===== src/rtl/sbox_byte_sequencer.sv =====
// sbox_byte_sequencer
//   Streams the NBYTES shared bytes of an AES state, one per cycle, through an
//   external pipelined DOM-masked S-box and collects the shared outputs into a
//   result register, then pulses DonexSO. Shares are never recombined here.
// Ports
//   ClkxCI      clock, rising edge
//   RstxBI      asynchronous active-low reset
//   StartxSI    start request, honoured only in IDLE
//   StatexDI    byte b share s at [(b*SHARES+s)*8 +: 8], sampled with start
//   BusyxSO     high while a run is in progress (state != IDLE)
//   DonexSO     one-cycle pulse once every byte has been captured
//   ResultxDO   shared S-box outputs, same packing as StatexDI
//   SboxInxDO   registered S-box input, share s at [s*8 +: 8]
//   SboxOutxDI  S-box output, SBOX_LATENCY cycles after the matching input
//   RandEnxSO   advances the fresh-mask PRNG while the S-box pipe is in use
module sbox_byte_sequencer #(
  parameter int SHARES       = 2,
  parameter int NBYTES       = 16,
  parameter int SBOX_LATENCY = 5
) (
  input  logic                       ClkxCI,
  input  logic                       RstxBI,
  input  logic                       StartxSI,
  input  logic [8*SHARES*NBYTES-1:0] StatexDI,
  output logic                       BusyxSO,
  output logic                       DonexSO,
  output logic [8*SHARES*NBYTES-1:0] ResultxDO,
  output logic [8*SHARES-1:0]        SboxInxDO,
  input  logic [8*SHARES-1:0]        SboxOutxDI,
  output logic                       RandEnxSO
);

  localparam int W  = 8 * SHARES;
  localparam int CW = (NBYTES > 1) ? $clog2(NBYTES) : 1;
  localparam logic [CW-1:0] LAST = CW'(NBYTES - 1);

  typedef enum logic [1:0] {IDLE, FEED, DRAIN, DONE} state_e;

  // Tag travelling alongside each S-box input so the output can be steered
  // into the right result byte without knowing anything about the S-box.
  typedef struct packed {
    logic          vld;
    logic [CW-1:0] idx;
  } tag_t;

  state_e                      state, state_nxt;
  logic [NBYTES*W-1:0]         pend;     // bytes not yet issued, next one in the low slot
  logic [CW-1:0]               cnt;
  logic [W-1:0]                sbox_in;
  tag_t                        tag_cur;
  tag_t [SBOX_LATENCY:1]       tag_pipe;
  tag_t                        head;
  logic [NBYTES-1:0][W-1:0]    result;

  // ---------------------------------------------------------------- FSM
  always_ff @(posedge ClkxCI or negedge RstxBI)
    if (!RstxBI) state <= IDLE;
    else         state <= state_nxt;

  always_comb begin
    state_nxt = state;
    case (state)
      IDLE:    if (StartxSI) state_nxt = FEED;
      FEED:    if (cnt == LAST) state_nxt = DRAIN;
      DRAIN:   if (head.vld && head.idx == LAST) state_nxt = DONE;
      DONE:    state_nxt = IDLE;
      default: state_nxt = IDLE;
    endcase
  end

  assign BusyxSO   = (state != IDLE);
  assign DonexSO   = (state == DONE);
  assign RandEnxSO = (state == FEED) || (state == DRAIN);

  // ---------------------------------------------------------------- feed
  // The S-box input register is loaded one edge ahead of the cycle it is
  // shown in, so byte 0 is picked straight off StatexDI at the start edge and
  // the remaining bytes are shifted down out of pend one per FEED cycle.
  always_ff @(posedge ClkxCI or negedge RstxBI)
    if (!RstxBI) begin
      pend    <= '0;
      cnt     <= '0;
      sbox_in <= '0;
    end else begin
      case (state)
        IDLE: begin
          if (StartxSI) begin
            sbox_in <= StatexDI[W-1:0];
            pend    <= StatexDI >> W;
            cnt     <= '0;
          end else begin
            sbox_in <= '0;
          end
        end
        FEED: begin
          cnt     <= cnt + CW'(1);
          pend    <= pend >> W;
          sbox_in <= (cnt == LAST) ? '0 : pend[W-1:0];
        end
        default: sbox_in <= '0;
      endcase
    end

  assign SboxInxDO = sbox_in;

  // ---------------------------------------------------------------- tags
  always_comb begin
    tag_cur     = '0;
    tag_cur.vld = (state == FEED);
    tag_cur.idx = cnt;
  end

  always_ff @(posedge ClkxCI or negedge RstxBI)
    if (!RstxBI) begin
      tag_pipe <= '0;
    end else begin
      tag_pipe[1] <= tag_cur;
      for (int i = 2; i <= SBOX_LATENCY; i++) tag_pipe[i] <= tag_pipe[i-1];
    end

  // Head tag lines up with SboxOutxDI of the same cycle.
  assign head = tag_pipe[SBOX_LATENCY];

  // ---------------------------------------------------------------- capture
  for (genvar b = 0; b < NBYTES; b++) begin : g_cap
    always_ff @(posedge ClkxCI or negedge RstxBI)
      if (!RstxBI)                                result[b] <= '0;
      else if (head.vld && head.idx == CW'(b))    result[b] <= SboxOutxDI;
  end

  assign ResultxDO = result;

endmodule


===== config.mk =====
export PLATFORM = sky130hd
export DESIGN_NAME = sbox_byte_sequencer
export DESIGN_NICKNAME = d
export VERILOG_FILES = /design/src/rtl/sbox_byte_sequencer.sv
export SDC_FILE = /design/constraint.sdc
export NUM_CORES = 1
export LEC_CHECK = 0
export ABC_AREA = 1
export BUFFER_PORTS_ARGS = -buffer_cell sky130_fd_sc_hd__buf_4
export CORE_AREA = 2 2 211 213
export CTS_CLUSTER_SIZE = 8
export DETAILED_ROUTE_END_ITERATION = 16
export DIE_AREA = 0 0 213 215
export PLACE_DENSITY = 0.74
export REMOVE_ABC_BUFFERS = 1
export SYNTH_ARGS = -nofsm -noshare
export SYNTH_HDL_FRONTEND = slang
export SYNTH_SLANG_ARGS = --single-unit

===== constraint.sdc =====
create_clock -name ClkxCI -period 2.1 [get_ports ClkxCI]
set_clock_uncertainty 0.05 [all_clocks]
set_input_delay 0.42 -clock ClkxCI [delete_from_list [all_inputs] [get_ports ClkxCI]]
set_output_delay 0.42 -clock ClkxCI [all_outputs]
set_load 0.05 [all_outputs]

Word level (Yosys, flattened, before mapping)
Index checks and enable logic that the tools add are counted.

cells by class
  add/subtract/negate cells = 1
  multiplexer cells = 11
  reduce and logical (&&, ||, !) cells = 23
  equal/unequal tests = 22

operators by type and width
  cell                                                                     count
  256-bit case mux with 2 select lines                                     1
  256-bit two-way mux                                                      1
  4-bit equality test, second input constant                               9
  16-bit two-way mux                                                       2
  16-bit case mux with 2 select lines                                      1
  4-bit by 3-bit equality test with 1-bit output, second input constant    4
  1-bit logical AND                                                        16
  4-bit by 2-bit equality test with 1-bit output, second input constant    2
  2-bit case mux with 4 select lines                                       1
  4-bit case mux with 2 select lines                                       1
  2-bit two-way mux                                                        3
  4-bit by 1-bit adder with 4-bit output, second input constant            1
  2-bit equality test, second input constant                               2
  4-bit by 1-bit equality test with 1-bit output, second input constant    1
  4-bit logical NOT                                                        1
  4-bit two-way mux                                                        1
  2-bit by 1-bit inequality test with 1-bit output, second input constant  2
  2-bit nonzero test                                                       2
  3-bit AND reduction                                                      1
  2-bit by 1-bit equality test with 1-bit output, second input constant    1
  2-bit logical NOT                                                        1
  2-bit inequality test, second input constant                             1
  2-bit AND reduction                                                      1
  1-bit logical OR                                                         1

word-level totals
  register bits after elaboration = 559
  bits of input ports = 275
  output and inout bits = 275
  word-level logic and storage cells = 87

Logic depth before layout (Yosys ltp)
  depth in word-level cells = 4
  depth in mapped cells = 9
  gate-level depth less buffers = 8

Least setup slack after synthesis
Ideal clock, no wire load.

  path kind = reg-to-reg
  start point = register state[0]
  end point = register pend[100]
  path buffers = 2
  slack = 0.127 ns
  data arrival time = 1.793 ns
  period minus slack after synthesis = 1.973 ns
  setup time = 0.130 ns
  data required time = 1.920 ns
  stages on the path, launching flop included = 9
  cells stage by stage = dfrtp_1 > inv_1 > ha_1 > inv_1 > nand2_1 > nand2_1 > clkbuf_1 > buf_2 > a31oi_1

on the way
  longest elaborated chain between the ends = 3
  elaborated cells on any way between the ends = 6
  classes of those cells = 2 x eq/ne; 1 x mux; 3 x reduce/logical

RTL lines
  item                                                                                 RTL line  text
  from (decl)                                                                          46        state_e state, state_nxt;
  from (signal assigned)                                                               58        else state <= state_nxt;
  2-bit by 1-bit equality test with 1-bit output or 2-bit logical NOT (tied branches)  85        case (state)
  2-bit nonzero test (no line) or 2-bit inequality test (tied branches)                --
  2-bit AND reduction (no line)                                                        --
  to (signal assigned)                                                                 89        pend <= StatexDI >> W;
  to (signal assigned)                                                                 97        pend <= pend >> W;
  to (decl)                                                                            47        logic [NBYTES*W-1:0] pend;

Several ways; a longest one is shown, not always the timed one.
A chain may end at the register's enable or synchronous reset.

Worst setup path in the final report
  start point = register state[0]
  end point = output port RandEnxSO

on the way
  longest elaborated chain between the ends = 2
  elaborated cells on any way between the ends = 3
  classes of those cells = 2 x eq/ne; 1 x reduce/logical

RTL lines
  item                                                                                   RTL line  text
  2-bit by 1-bit equality test with 1-bit output or 2-bit equality test (tied branches)  73        assign RandEnxSO = (state == FEED) || (state == DRAIN);
  1-bit logical OR (*)                                                                   73
  to (decl)                                                                              30        output logic RandEnxSO

Mark *: on every way between the ends. The rest lies on a longest branch, timed or not.

==> results.yml <==
outcome:
  outcome: "finished, final reports clean"
detailed_routing:
  dr_total_vias: 18850
  drc: 0
  drt_iter0_markers: 2101
  route.final.wire_length_um: 65360
  pre_repair_dr_iteration_count: 6
  drt_wl_cell_um: 18.64
  via_per_inst: 5.377
  final_antenna_net_count: 0
global_routing:
  grt_max_degree: 117
  global_route.usage.total_pct: 28.68
  grt_pass1_vias: 18540
  grt_antenna_before_repair: 2
  grt.overflow.total: 0
  grt_first_pass_wirelength_um: 101300
placement:
  gp_routability_congestion: 0.8680
  dp_hpwl_um: 45460
  dp_slack_ns: 0.1402
  dp.cells: 3395
  numPortBuffers: 549
floorplanning:
  placementRows: 77
  design.portCount: 550
  die-width_um: 213
  die_y_um: 215
  fp.dieArea_sq_mm: 0.04580
  starting_density_of_the_core_pct: 49.26
  core_region_area_sq_mm: 0.04364
power:
  total_switching_power_mw: 22.04
  total_leakage_power_nw: 13.98
  netSwitchingFraction_pct: 43.67
  p_clk_share_pct: 21.3
  irDropWorstVdd_v: 0.001357
  seqPwrFrac_pct: 34.5
  p_int_mw: 28.43
  pwr_density_cell_mw_per_mm2: 1752
  comb_power_share_pct: 44.2
cts:
  cts_tree: "built"
  tritoncts_num_sinks: 543
  cts_made_buffers: 77
  library_cell_used_as_clock_root_buffer: "clkbuf_16"
  h-tree-depth: 3
  clock_latency_ns: 0.58
  clkTransAtPathRegs_ns: 0.05
  clockBufferDepth: 3
layout:
  final_core_util_pct: 65.99
  fillers: 3438
  layout-area-overhead-vs-synth_pct: 33.96
  fin_cells: 3506
  layout_commonest_cell: "nand2_1"
  mostFrequentLayoutCells: "nand2_1 (774), buf_4 (592), dfrtp_1 (542), nor2_1 (248), o21ai_0 (237)"
  nets: 3188
  drive_above_1_share_pct: 24.52
worst_setup_path:
  worstPathArrival_ns: 1.54
  end_kind: "output port"
  r2r_slack_ns: 0.16
  timing.critical_path.cells: "inv_1, ha_1, buf_6"
  cpPeakStageDelay_ns: 0.41
  path_class: "reg2out"
  rr_startpoint: "state[1]"
  startpoint_type: "register"
  timing.critical_path.from: "state[0]"
  cp_data_required_time_ns: 1.63
  worst_path_max_delay_cell: "dfrtp_2"
  crit_path_max_fanout: 3
timing:
  finalHoldWorstSlack_ns: 0.02150
  setup-tns-final_ns: 0
  final-max-slew-violation-count: 0
  timing.final.crit_share_pct: 95.93
  rsz0062_at_grt: "no"
  final.min_clock_period_ns: 2.015
  achievable_clock_frequency_mhz: 496.4
  final_hold_viol_count: 0
  worst_slew_pin_slew_ns: 0.8407
  setup_violations: 0
  slew_headroom_pct: 43.95
  layout_setup_ws_ns: 0.08545
min_path:
  timing.hold.worst.start: "StatexDI[241]"
  hold_class: "in2reg"
yosys:
  netlist-cell-type-count: 18
  number_of_flip_flops_and_latches_in_the_synthesized_netlist: 543
  yosys_warns: 0
  ys_seq_area_share_pct: 63.20
  number_of_instances_in_the_synthesized_netlist: 2358
  syn_avg_cell_area_sq_um: 9.118
  synth.cell_area_sq_mm: 0.02150
run:
  cap_violations: 0
==> layout make-up <==
type | count | area [sq um] | area share, %
antenna | 2 | 5.005 | 0.01738
multi-input combinational | 1565 | 6948 | 24.12
inverter | 78 | 297.8 | 1.034
timing repair buffer | 642 | 5214 | 18.10
clock buffer | 79 | 1956 | 6.790
sequential | 543 | 13590 | 47.18
clock inverter | 5 | 51.30 | 0.1781
tap | 592 | 740.7 | 2.572
==> per-layer routing <==
metal,GRT usage (%),routed length [um],up-vias
li1,-,-,8761
met1,37.23,26270,9023
met2,45.62,30640,889
met3,5.933,5304,179
met4,14.69,3140,0
met5,0,0,-
==> cell usage after synthesis <==
library cell,number,area [sq um]
dfrtp_1,543,13590
nand3_1,43,215.2
a21oi_1,20,100.1
a31oi_1,224,1401
o21bai_1,1,7.510
nand4_1,1,6.260
nand2_1,775,2909
buf_2,57,285.3
buf_1,16,60.06
inv_2,1,3.750
or2_2,1,6.260
inv_1,77,289.0
nor3_2,4,40.04
clkbuf_1,99,371.6
o21ai_1,4,20.02
o21ai_0,237,1186
ha_1,6,75.07
nor2_1,249,934.7
==> kinds of logic after synthesis <==
kind of cell,synth area share (%)
flip-flops,63.20
AO/OA/AOI/OAI,12.63
adder cells (fa/ha/maj),0.3492
AND/OR/NAND/NOR,19.12
buffers and inverters,4.697
==> power by group through the flow <==
stage / clock network, mW / registers, mW / logic [mW]
floorplan: 0 / 21.7 / 5.37
global placement: 0 / 17.3 / 21.5
detailed placement: 0 / 17.4 / 22.1
CTS: 10.9 / 17.4 / 22.3
global route: 11.3 / 17.9 / 24.3
finish: 10.7 / 17.4 / 22.3
==> critical path, delay by kind of cell, from the launching register on <==
kind | cells | cell delay, ns
flip-flops | 1 | 0.41
adder cells (fa/ha/maj) | 1 | 0.27
buffers and inverters | 2 | 0.27
==> registers in the layout, indices dropped and copies added (netlist names) <==
| signal | flops |
|---|---|
| ResultxDO | 256 |
| head | 5 |
| state | 2 |
| cnt | 4 |
| SboxInxDO | 16 |
| tag_pipe | 20 |
| pend | 240 |
==> through the flow <==
step           instance area, sq um  power [mW]
2_1_floorplan                 20780       27.12
3_3_place_gp                  26530       38.75
3_5_place_dp                  26530       39.58
4_1_cts                       28770       50.58
5_1_grt                       28800       53.47
6_report                      28800       50.47
==> path summary, 6_finish.rpt <==
kind,depth (start not counted),endpoint
max,3,RandEnxSO
min in group asynchronous,2,pend[177]
max reg2reg,5,SboxInxDO[9]
max in group asynchronous,3,ResultxDO[236]
min reg2reg,0,head[4]
min,3,pend[225]
==> what timing repair did <==
item                                    CTS  global route
setup buffers                             1             2
gates resized for setup                   5             1
pin swaps                                 0             0
hold buffers                             22             0
endpoints found under the hold margin    42             0
endpoints found under the setup margin    2             2
No activity file was read; power rests on OpenSTA's default activity.
